==> config.mk <==
export PLATFORM = sky130hd
export DESIGN_NAME = axim_strided_rd_ctrl_flat
export DESIGN_NICKNAME = d
export VERILOG_FILES = /design/src/rtl/axim_strided_rd_ctrl_if.sv /design/src/rtl/axim_strided_rd_ctrl.sv /design/src/flat_wrapper.sv
export SDC_FILE = /design/constraint.sdc
export NUM_CORES = 1
export LEC_CHECK = 0
export BUFFER_PORTS_ARGS = -buffer_cell sky130_fd_sc_hd__buf_2
export CORE_MARGIN = 8
export CORE_UTILIZATION = 45
export DETAILED_ROUTE_END_ITERATION = 10
export HOLD_SLACK_MARGIN = 0.08
export PLACE_DENSITY = 0.66
export SLEW_MARGIN = 5
export SYNTH_ARGS = -nofsm -noshare
export SYNTH_HDL_FRONTEND = slang
export SYNTH_SLANG_ARGS = --single-unit
==> constraint.sdc <==
create_clock -name clk -period 9.4 [get_ports clk]
set_clock_uncertainty 0.1 [all_clocks]
set_input_delay 1.88 -clock clk [delete_from_list [all_inputs] [get_ports clk]]
set_output_delay 1.88 -clock clk [all_outputs]
set_load 0.03 [all_outputs]
==> src/rtl/axim_strided_rd_ctrl_if.sv <==
// AR/R bus toward the AXI interconnect plus the read-data stream toward the
// vector load unit, bundled so the controller has a single bus port.
interface axim_strided_rd_ctrl_if #(
   parameter int C_M_AXI_ADDR_WIDTH = 32,
   parameter int C_M_AXI_DATA_WIDTH = 32
);
   logic                          m_axi_arvalid;
   logic                          m_axi_arready;
   logic [C_M_AXI_ADDR_WIDTH-1:0] m_axi_araddr;
   logic [7:0]                    m_axi_arlen;
   logic                          m_axi_rvalid;
   logic                          m_axi_rready;
   logic [C_M_AXI_DATA_WIDTH-1:0] m_axi_rdata;
   logic                          m_axi_rlast;
   logic                          rd_tvalid;
   logic                          rd_tready;
   logic                          rd_tlast;
   logic [C_M_AXI_DATA_WIDTH-1:0] rd_tdata;

   modport master (
      output m_axi_arvalid, m_axi_araddr, m_axi_arlen, m_axi_rready,
             rd_tvalid, rd_tlast, rd_tdata,
      input  m_axi_arready, m_axi_rvalid, m_axi_rdata, m_axi_rlast, rd_tready
   );

   modport slave (
      input  m_axi_arvalid, m_axi_araddr, m_axi_arlen, m_axi_rready,
             rd_tvalid, rd_tlast, rd_tdata,
      output m_axi_arready, m_axi_rvalid, m_axi_rdata, m_axi_rlast, rd_tready
   );
endinterface

==> src/rtl/axim_strided_rd_ctrl.sv <==
// AXI4 read controller: unit-stride bursts (split at 4 KB) or signed constant-stride
// single beats, bounded outstanding ARs, R data passed through as a stream.
module axim_strided_rd_ctrl #(
   parameter int C_M_AXI_ADDR_WIDTH = 32,
   parameter int C_M_AXI_DATA_WIDTH = 32,
   parameter int C_XFER_SIZE_WIDTH  = 32,
   parameter int C_MAX_BURST_LEN    = 16,
   parameter int C_MAX_OUTSTANDING  = 4
) (
   input  logic                          clk,
   input  logic                          rst,
   input  logic                          ctrl_start_i,
   input  logic                          ctrl_mode_i,
   input  logic [C_M_AXI_ADDR_WIDTH-1:0] ctrl_baseaddr_i,
   input  logic [C_M_AXI_ADDR_WIDTH-1:0] ctrl_stride_i,
   input  logic [C_XFER_SIZE_WIDTH-1:0]  ctrl_elem_cnt_i,
   output logic                          ctrl_busy_o,
   output logic                          ctrl_done_o,
   axim_strided_rd_ctrl_if.master        bus
);
   localparam int AW    = C_M_AXI_ADDR_WIDTH;
   localparam int XW    = C_XFER_SIZE_WIDTH;
   localparam int BYTES = C_M_AXI_DATA_WIDTH / 8;
   localparam int LSB   = $clog2(BYTES);
   localparam int OW    = $clog2(C_MAX_OUTSTANDING + 1);
   localparam logic [AW-1:0] ALIGN = ~AW'(BYTES - 1);

   typedef enum logic [1:0] {IDLE, ISSUE, DRAIN, DONE} state_t;

   state_t          state_q, state_d;
   logic            arvalid_q, arvalid_d, mode_q, mode_d;
   logic [AW-1:0]   araddr_q, araddr_d, addr_q, addr_d, stride_q, stride_d;
   logic [7:0]      arlen_q, arlen_d;
   logic [XW-1:0]   rem_q, rem_d, cnt_q, cnt_d, beat_q, beat_d;
   logic [OW-1:0]   outst_q, outst_d;

   logic            busy, rready, ar_hs, r_hs, load;
   logic            gen_mode;
   logic [AW-1:0]   gen_addr, gen_stride, next_addr;
   logic [XW-1:0]   gen_rem, len;
   logic [12:0]     b4k;

   assign busy  = (state_q != IDLE);
   assign rready = busy & bus.rd_tready;
   assign ar_hs = arvalid_q & bus.m_axi_arready;
   assign r_hs  = bus.m_axi_rvalid & rready;

   // Next AR: taken straight from the inputs on the start cycle so arvalid rises one cycle later.
   always_comb begin
      gen_addr   = addr_q;
      gen_rem    = rem_q;
      gen_mode   = mode_q;
      gen_stride = stride_q;
      if (state_q == IDLE) begin
         gen_addr   = ctrl_baseaddr_i & ALIGN;
         gen_rem    = ctrl_elem_cnt_i;
         gen_mode   = ctrl_mode_i;
         gen_stride = ctrl_stride_i & ALIGN;
      end
      b4k = (13'd4096 - {1'b0, gen_addr[11:0]}) >> LSB;
      len = gen_rem;
      if (len > XW'(C_MAX_BURST_LEN)) len = XW'(C_MAX_BURST_LEN);
      if (len > XW'(b4k))             len = XW'(b4k);
      if (gen_mode)                   len = XW'(1);
      next_addr = gen_mode ? gen_addr + gen_stride : gen_addr + (AW'(len) << LSB);
   end

   always_comb begin
      state_d   = state_q;
      arvalid_d = arvalid_q;
      araddr_d  = araddr_q;
      arlen_d   = arlen_q;
      addr_d    = addr_q;
      rem_d     = rem_q;
      stride_d  = stride_q;
      mode_d    = mode_q;
      cnt_d     = cnt_q;
      beat_d    = beat_q;
      outst_d   = outst_q;
      load      = 1'b0;

      if (r_hs)  beat_d = beat_q + XW'(1);
      if (ar_hs) arvalid_d = 1'b0;
      case ({ar_hs, r_hs & bus.m_axi_rlast})
         2'b10:   outst_d = outst_q + OW'(1);
         2'b01:   outst_d = outst_q - OW'(1);
         default: outst_d = outst_q;
      endcase

      case (state_q)
         IDLE: if (ctrl_start_i) begin
            mode_d   = ctrl_mode_i;
            stride_d = ctrl_stride_i & ALIGN;
            cnt_d    = ctrl_elem_cnt_i;
            beat_d   = '0;
            if (ctrl_elem_cnt_i == '0) state_d = DONE;
            else begin
               state_d = ISSUE;
               load    = 1'b1;
            end
         end
         ISSUE: begin
            // Refill in the handshake cycle using the post-update outstanding count.
            if ((!arvalid_q || ar_hs) && rem_q != '0 && outst_d < OW'(C_MAX_OUTSTANDING))
               load = 1'b1;
            if (ar_hs && rem_q == '0) state_d = DRAIN;
         end
         DRAIN: if (r_hs && beat_q == cnt_q - XW'(1)) state_d = DONE;
         DONE:    state_d = IDLE;
         default: state_d = IDLE;
      endcase

      if (load) begin
         arvalid_d = 1'b1;
         araddr_d  = gen_addr;
         arlen_d   = 8'(len - XW'(1));
         addr_d    = next_addr;
         rem_d     = gen_rem - len;
      end
   end

   always_ff @(posedge clk) begin
      if (rst) begin
         state_q   <= IDLE;
         arvalid_q <= 1'b0;
         araddr_q  <= '0;
         arlen_q   <= '0;
         addr_q    <= '0;
         rem_q     <= '0;
         stride_q  <= '0;
         mode_q    <= 1'b0;
         cnt_q     <= '0;
         beat_q    <= '0;
         outst_q   <= '0;
      end else begin
         state_q   <= state_d;
         arvalid_q <= arvalid_d;
         araddr_q  <= araddr_d;
         arlen_q   <= arlen_d;
         addr_q    <= addr_d;
         rem_q     <= rem_d;
         stride_q  <= stride_d;
         mode_q    <= mode_d;
         cnt_q     <= cnt_d;
         beat_q    <= beat_d;
         outst_q   <= outst_d;
      end
   end

   assign ctrl_busy_o       = busy;
   assign ctrl_done_o       = (state_q == DONE);
   assign bus.m_axi_arvalid = arvalid_q;
   assign bus.m_axi_araddr  = araddr_q;
   assign bus.m_axi_arlen   = arlen_q;
   assign bus.m_axi_rready  = rready;
   assign bus.rd_tvalid     = busy & bus.m_axi_rvalid;
   assign bus.rd_tdata      = bus.m_axi_rdata;
   assign bus.rd_tlast      = busy & (beat_q == cnt_q - XW'(1));
endmodule
==> src/flat_wrapper.sv <==
// flat-port wrapper written by rule: the top's interface ports become plain ports
module axim_strided_rd_ctrl_flat 
#(
   parameter int C_M_AXI_ADDR_WIDTH = 32,
   parameter int C_M_AXI_DATA_WIDTH = 32,
   parameter int C_XFER_SIZE_WIDTH  = 32,
   parameter int C_MAX_BURST_LEN    = 16,
   parameter int C_MAX_OUTSTANDING  = 4
)
  (clk, rst, ctrl_start_i, ctrl_mode_i, ctrl_baseaddr_i, ctrl_stride_i, ctrl_elem_cnt_i, ctrl_busy_o, ctrl_done_o, bus_m_axi_arvalid, bus_m_axi_araddr, bus_m_axi_arlen, bus_m_axi_rready, bus_rd_tvalid, bus_rd_tlast, bus_rd_tdata, bus_m_axi_arready, bus_m_axi_rvalid, bus_m_axi_rdata, bus_m_axi_rlast, bus_rd_tready);
  axim_strided_rd_ctrl_if #(.C_M_AXI_ADDR_WIDTH(C_M_AXI_ADDR_WIDTH), .C_M_AXI_DATA_WIDTH(C_M_AXI_DATA_WIDTH)) bus_i ();
  input  logic clk;
  input  logic rst;
  input  logic ctrl_start_i;
  input  logic ctrl_mode_i;
  input  logic [C_M_AXI_ADDR_WIDTH-1:0] ctrl_baseaddr_i;
  input  logic [C_M_AXI_ADDR_WIDTH-1:0] ctrl_stride_i;
  input  logic [C_XFER_SIZE_WIDTH-1:0] ctrl_elem_cnt_i;
  output logic ctrl_busy_o;
  output logic ctrl_done_o;
  output wire logic [$bits(bus_i.m_axi_arvalid)-1:0] bus_m_axi_arvalid;
  output wire logic [$bits(bus_i.m_axi_araddr)-1:0] bus_m_axi_araddr;
  output wire logic [$bits(bus_i.m_axi_arlen)-1:0] bus_m_axi_arlen;
  output wire logic [$bits(bus_i.m_axi_rready)-1:0] bus_m_axi_rready;
  output wire logic [$bits(bus_i.rd_tvalid)-1:0] bus_rd_tvalid;
  output wire logic [$bits(bus_i.rd_tlast)-1:0] bus_rd_tlast;
  output wire logic [$bits(bus_i.rd_tdata)-1:0] bus_rd_tdata;
  input wire logic [$bits(bus_i.m_axi_arready)-1:0] bus_m_axi_arready;
  input wire logic [$bits(bus_i.m_axi_rvalid)-1:0] bus_m_axi_rvalid;
  input wire logic [$bits(bus_i.m_axi_rdata)-1:0] bus_m_axi_rdata;
  input wire logic [$bits(bus_i.m_axi_rlast)-1:0] bus_m_axi_rlast;
  input wire logic [$bits(bus_i.rd_tready)-1:0] bus_rd_tready;
  assign bus_m_axi_arvalid = bus_i.m_axi_arvalid;
  assign bus_m_axi_araddr = bus_i.m_axi_araddr;
  assign bus_m_axi_arlen = bus_i.m_axi_arlen;
  assign bus_m_axi_rready = bus_i.m_axi_rready;
  assign bus_rd_tvalid = bus_i.rd_tvalid;
  assign bus_rd_tlast = bus_i.rd_tlast;
  assign bus_rd_tdata = bus_i.rd_tdata;
  assign bus_i.m_axi_arready = bus_m_axi_arready;
  assign bus_i.m_axi_rvalid = bus_m_axi_rvalid;
  assign bus_i.m_axi_rdata = bus_m_axi_rdata;
  assign bus_i.m_axi_rlast = bus_m_axi_rlast;
  assign bus_i.rd_tready = bus_rd_tready;
  axim_strided_rd_ctrl #(.C_M_AXI_ADDR_WIDTH(C_M_AXI_ADDR_WIDTH), .C_M_AXI_DATA_WIDTH(C_M_AXI_DATA_WIDTH), .C_XFER_SIZE_WIDTH(C_XFER_SIZE_WIDTH), .C_MAX_BURST_LEN(C_MAX_BURST_LEN), .C_MAX_OUTSTANDING(C_MAX_OUTSTANDING)) u_core (.clk(clk), .rst(rst), .ctrl_start_i(ctrl_start_i), .ctrl_mode_i(ctrl_mode_i), .ctrl_baseaddr_i(ctrl_baseaddr_i), .ctrl_stride_i(ctrl_stride_i), .ctrl_elem_cnt_i(ctrl_elem_cnt_i), .ctrl_busy_o(ctrl_busy_o), .ctrl_done_o(ctrl_done_o), .bus(bus_i));
endmodule
## Yosys cells after proc, flatten, opt, wreduce, memory -nomap -nowiden

Cells that the tools add are included.

| storage, ports and cells | value |
|---|---|
| register bits after elaboration | 205 |
| input port bits | 136 |
| output and inout bits | 78 |

| cells by class | value |
|---|---|
| add/subtract/negate cells | 9 |
| $lt $le $gt $ge | 3 |
| eq/ne operators | 9 |
| mux-type cells | 23 |
| bitwise gates (word level) | 6 |
| reductions and logical operators | 14 |

Operators by type and width:

| kind | count |
|---|---|
| $mux W32 | 10 |
| $add A32 B32 Y32 | 2 |
| $logic_not A32 Y1 | 2 |
| $add A32 B1 Y32 const B | 1 |
| $eq A32 B32 Y1 | 1 |
| $gt A32 B11 Y1 | 1 |
| $gt A32 B5 Y1 const B | 1 |
| $reduce_bool A32 Y1 | 1 |
| $sub A32 B1 Y32 const B | 1 |
| $sub A32 B32 Y32 | 1 |
| $sub A13 B12 Y13 const A | 1 |
| $mux W2 | 4 |
| $pmux W2 S4 | 1 |
| $sub A8 B1 Y8 const B | 1 |
| $and A1 B1 Y1 | 6 |
| $eq A2 B2 Y1 const B | 3 |
| $mux W1 | 6 |
| $pmux W3 S2 | 1 |
| $eq A2 B1 Y1 const B | 2 |
| $logic_and A1 B1 Y1 | 4 |
| $ne A2 B1 Y1 const B | 2 |
| $reduce_bool A2 Y1 | 2 |
| $add A3 B1 Y3 const B | 1 |
| $lt A3 B3 Y1 const B | 1 |
| 8 further kinds | 8 |

## Longest topological paths before layout

| logic depth | value |
|---|---|
| depth in word-level cells | 11 |
| mapped depth | 33 |
| gate-level depth less buffers | 29 |

## Worst setup path after synthesis

OpenSTA, ideal clock, no wires.

| timing | value |
|---|---|
| kind | input -> register |
| from | input port ctrl_baseaddr_i[3] |
| to | register u_core.rem_q[30] |
| setup time | 117 ps |
| data arrival time | 7323 ps |
| slack | 1860 ps |
| stages on the path | 28 |
| cells stage by stage | mux2i_1 -> o21a_1 -> nand3_1 -> nor4_1 -> nand2_1 -> or2_2 -> ha_1 -> nand3_1 -> nor3_1 -> a21oi_1 -> o21a_1 -> clkbuf_1 -> nand2_1 -> o211a_1 -> inv_1 -> ha_1 -> inv_1 -> fa_1 -> a211oi_1 -> o211ai_1 -> a21oi_1 -> nor3_1 -> nor4_1 -> nor4b_1 -> a2111oi_0 -> a21oi_1 -> xor2_1 -> a22o_1 |

| between the ends | value |
|---|---|
| longest elaborated chain between the ends | 6 |

RTL lines:

| item | line | text |
|---|---|---|
| from (decl) | flat_wrapper.sv:16 | `input logic [C_M_AXI_ADDR_WIDTH-1:0] ctrl_baseaddr_i;` |
| $mux W32 * | axim_strided_rd_ctrl.sv:54 | `if (state_q == IDLE) begin` |
| $sub A13 B12 Y13 * | axim_strided_rd_ctrl.sv:60 | `b4k = (13'd4096 - {1'b0, gen_addr[11:0]}) >> LSB;` |
| $gt A32 B11 Y1 | axim_strided_rd_ctrl.sv:63 | `if (len > XW'(b4k)) len = XW'(b4k);` |
| $mux W32 * | axim_strided_rd_ctrl.sv:63 |  |
| $mux W32 * | axim_strided_rd_ctrl.sv:64 | `if (gen_mode) len = XW'(1);` |
| $sub A32 B32 Y32 * | axim_strided_rd_ctrl.sv:118 | `rem_d = gen_rem - len;` |
| to (signal assigned) | axim_strided_rd_ctrl.sv:141 | `rem_q <= rem_d;` |
| to (decl) | axim_strided_rd_ctrl.sv:34 | `logic [XW-1:0] rem_q, rem_d, cnt_q, cnt_d, beat_q, beat_d;` |

Every way passes the cells marked *; elsewhere a longest branch is shown, timed or not.
A chain may end at the register's enable or synchronous reset.

## Final worst setup path

| timing | value |
|---|---|
| from | input port ctrl_elem_cnt_i[26] |
| to | register u_core.rem_q[30] |

| between the ends | value |
|---|---|
| longest elaborated chain between the ends | 7 |
| elaborated cells between the ends (all ways) | 11 |

RTL lines:

| item | line | text |
|---|---|---|
| from (decl) | flat_wrapper.sv:18 | `input logic [C_XFER_SIZE_WIDTH-1:0] ctrl_elem_cnt_i;` |
| $mux W32 | axim_strided_rd_ctrl.sv:54 |  |
| $gt A32 B5 Y1 | axim_strided_rd_ctrl.sv:62 | `if (len > XW'(C_MAX_BURST_LEN)) len = XW'(C_MAX_BURST_LEN);` |
| $mux W32 | axim_strided_rd_ctrl.sv:62 |  |
| $gt A32 B11 Y1 | axim_strided_rd_ctrl.sv:63 |  |
| $mux W32 | axim_strided_rd_ctrl.sv:63 |  |
| $mux W32 | axim_strided_rd_ctrl.sv:64 |  |
| $sub A32 B32 Y32 | axim_strided_rd_ctrl.sv:118 |  |

Parallel ways exist; a longest one is shown, timed or not.

==> results.toml <==
[outcome]
run_status = "finished, final reports clean"

[synth]
avgSynthCellArea_sq_um = 7.71
seq_area_frac_synth_pct = 29.4
postSynth.topFlopCell = "sky130_fd_sc_hd__dfxtp_1"
syn_inst = 1795
synth_enable_flop_cells = 0
yosys_register_bits = 203
ys_async_sr_fraction_pct = 0
ys_warn_count = 0
post_synth_num_cell_types = 72
synth_area_sq_um = 13800

[sta]
tightestPinTransition_ps = 1170
setup_total_negative_slack_ps = 0
postLayoutSetupSlackWorst_ps = 1430
max-slew-margin-rel_pct = 21.6
final-max-slew-violation-count = 0
max_freq_mhz = 125
setup-violations-final = 0
timing.final.crit_share_pct = 84.8
final-hold-violation-count = 0
grt_setup_unrepaired = "false"
finalWorstPathRequiredPeriod_ps = 7970

[floorplan]
die_y_um = 191
die_width_um = 191
ios = 214
starting_density_of_the_core_pct = 45.5
placeable_core_area_sq_um = 30400
floorplan.die_area_sq_um = 36600
total_number_of_placement_rows = 64

[route]
final_antenna_net_count = 0
drtPass1Iterations = 5
detail_route.drc_violations = 0
initialDrtViolationCount = 761
wirelength_um = 38800
route.vias.total = 12800
drt-vias-per-instance = 5.58
final_routed_wire_length_divided_by_cell_count_um = 17.0

[cts]
root_buffer = "sky130_fd_sc_hd__clkbuf_16"
tritoncts_clock_tree = "done"
insertion_delay_ps = 540
ctsHoldBuffers = 0
cts_htree_levels = 1
cts.sinks = 203
clk_transition_reported_paths_ps = 60
ctsLongestPathBuffers = 3
cts.repair_timing.setup_buffer_count = 0
cts-buffers-inserted = 26
cts.repair.resized = 0

[hold_path]
worstHoldPathType = "flip-flop to flip-flop"

[worst_setup_path]
critical_path_class = "input port to flip-flop"
crit_path_end_kind = "flip-flop"
timing.critical_path.slowest_stage_cell = "sky130_fd_sc_hd__a2111oi_0"
critical_path.startpoint_type = "input port"
timing.critical_path.slowest_cell_delay_ps = 770
required_time_at_the_worst_slack_endpoint_ps = 9730
critPathTopFamily = "compound AO/OA/AOI/OAI gates"
cpMostUsedCell = "sky130_fd_sc_hd__a21oi_1"
critPathArrivalTime_ps = 8300
critical_path_buf_inv_count = 3
path_max_fanout = 11

[cells_and_area]
antenna_cells_inserted = 0
layout.cells.most_common_list = "sky130_fd_sc_hd__nand2_1, sky130_fd_sc_hd__dfxtp_1, sky130_fd_sc_hd__a21oi_1"
final_layout_size_suffix_gt1_share_pct = 14.6
most_common_cell_after_layout_fill_and_taps_aside = "sky130_fd_sc_hd__nand2_1"
num-nets-final = 2095
syn2layout_area_growth_pct = 12.2

[grt]
grt_pass1_vias = 12200
grtUsageTotal_pct = 20.6
maximum_number_of_pins_on_one_net_before_global_route_repair = 99
antenna_found_initial = 3
first_pass_grt_wire_length_um = 62600
grt.overflow.total = 0

[place]
placement.setup.worst_slack_ps = 1020
port-buffer-count = 145
globalplace.congestion = 0.882
post-dp-hpwl_um = 28800

[power]
cellLeakagePower_nw = 6.59
power-per-cell-area_nw_per_um2 = 373
irDropWorstVdd_uv = 222

[flow_run]
maxCapViolations = 0
## power by group
part	switching, mW	internal (mW)
clock network	0.396	0.603
logic	2.12	1.42
registers	0.164	1.09
total	2.68	3.12
## kinds of logic (layout without fill, tap and decap cells)
family | Yosys count | after routing | share of synthesized area, %
adder cells (fa/ha/maj) | 82 | 82 | 7.57
XOR/XNOR | 133 | 133 | 8.41
AO/OA/AOI/OAI | 382 | 382 | 16.8
buffers and inverters | 164 | 240 | 5.49
multiplexers | 102 | 102 | 7.85
other | 2 | 26 | 0.0543
AND/OR/NAND/NOR | 727 | 727 | 24.5
flip-flops | 203 | 203 | 29.4
## state kept, by name, summed over array words and instances (netlist names)
register                  count
u_core.cnt_q                 32
u_core.beat_q                32
u_core.bus.m_axi_arlen        8
u_core.state_q                2
u_core.outst_q                3
u_core.addr_q                32
u_core.bus.m_axi_arvalid      1
u_core.mode_q                 1
u_core.bus.m_axi_araddr      30
u_core.stride_q              30
u_core.rem_q                 32
## layout make-up
class / count / area [sq um]
timing repair buffer: 157 / 818
tap: 396 / 495
multi-input combinational: 1452 / 9160
clock buffer: 35 / 736
clock inverter: 11 / 123
fill: 2990 / 14900
inverter: 37 / 139
sequential: 203 / 4060
## cell usage after synthesis (5+ instances only)
cell	count	share of area (%)
sky130_fd_sc_hd__o21ai_0	62	2.2
sky130_fd_sc_hd__nor2b_1	14	0.63
sky130_fd_sc_hd__o21bai_1	6	0.33
sky130_fd_sc_hd__nand4_1	16	0.72
sky130_fd_sc_hd__buf_4	34	1.8
sky130_fd_sc_hd__xor2_1	56	3.5
sky130_fd_sc_hd__a22o_1	6	0.38
sky130_fd_sc_hd__ha_1	79	7.1
sky130_fd_sc_hd__a211oi_1	28	1.5
sky130_fd_sc_hd__or2_2	8	0.36
sky130_fd_sc_hd__and3_1	23	1.0
sky130_fd_sc_hd__a21o_1	13	0.70
sky130_fd_sc_hd__o211ai_1	7	0.38
sky130_fd_sc_hd__nand3_1	43	1.6
sky130_fd_sc_hd__nor2_1	170	4.6
sky130_fd_sc_hd__a31oi_1	9	0.41
sky130_fd_sc_hd__xnor2_1	77	4.9
sky130_fd_sc_hd__o21a_1	19	1.0
sky130_fd_sc_hd__mux2i_1	50	3.6
sky130_fd_sc_hd__buf_2	6	0.22
sky130_fd_sc_hd__nor4b_1	9	0.57
sky130_fd_sc_hd__a21boi_0	6	0.33
sky130_fd_sc_hd__dfxtp_1	203	29
sky130_fd_sc_hd__and4_1	5	0.32
sky130_fd_sc_hd__inv_1	37	1.0
sky130_fd_sc_hd__nand2b_1	16	0.72
sky130_fd_sc_hd__mux2_2	52	4.2
sky130_fd_sc_hd__a21oi_1	179	6.5
sky130_fd_sc_hd__and2_1	8	0.36
sky130_fd_sc_hd__clkbuf_1	79	2.1
sky130_fd_sc_hd__o31ai_1	5	0.27
sky130_fd_sc_hd__nand2_1	283	7.7
sky130_fd_sc_hd__nor3_1	62	2.2
sky130_fd_sc_hd__nor4_1	33	1.5
sky130_fd_sc_hd__or3_1	14	0.63
sky130_fd_sc_hd__buf_1	6	0.16
## metal layers
| metal | wire (um) | share of wire, % | up-vias | GRT usage [%] |
|---|---|---|---|---|
| met1 | 18300 | 47 | 5979 | 27.4 |
| met3 | 2040 | 5.3 | 68 | 3.83 |
| met4 | 1010 | 2.6 | 6 | 5.65 |
| met5 | 39 | 0.10 | - | 0 |
| met2 | 17400 | 45 | 293 | 33.6 |
| li1 | - | - | 6434 | - |
## path summary, 6_finish.rpt
kind | startpoint | end | slack (ps) | depth (start not counted)
min | u_core.addr_q[30] | u_core.addr_q[30] | 350 | 2
max | ctrl_elem_cnt_i[26] | u_core.rem_q[30] | 1430 | 27
min reg2reg | u_core.addr_q[30] | u_core.addr_q[30] | 350 | 2
max reg2reg | u_core.state_q[0] | u_core.rem_q[30] | 1730 | 28
## stage by stage
stage                     power [mW]  utilization (%)  hold slack [ps]  cell area [sq um]  std cells
final                           5.80             51.0              349              15500       2291
after global routing            6.28             51.0              368              15500       2291
after CTS                       5.81             51.0              351              15500       2291
after detailed placement        4.78             48.2              344              14700       2245
after global placement          4.72             48.2              336              14700       2245
after floorplan                 4.04                -              329              13900       1819
## worst register-to-register path: cells and delay by family (launching register included)
| family | cells | cell delay [ps] |
|---|---|---|
| AO/OA/AOI/OAI | 12 | 3470 |
| adder cells (fa/ha/maj) | 4 | 1290 |
| AND/OR/NAND/NOR | 6 | 1110 |
| buffers and inverters | 4 | 690 |
| multiplexers | 1 | 410 |
| flip-flops | 1 | 330 |
| XOR/XNOR | 1 | 180 |
Power figures use the tool's default switching activity.
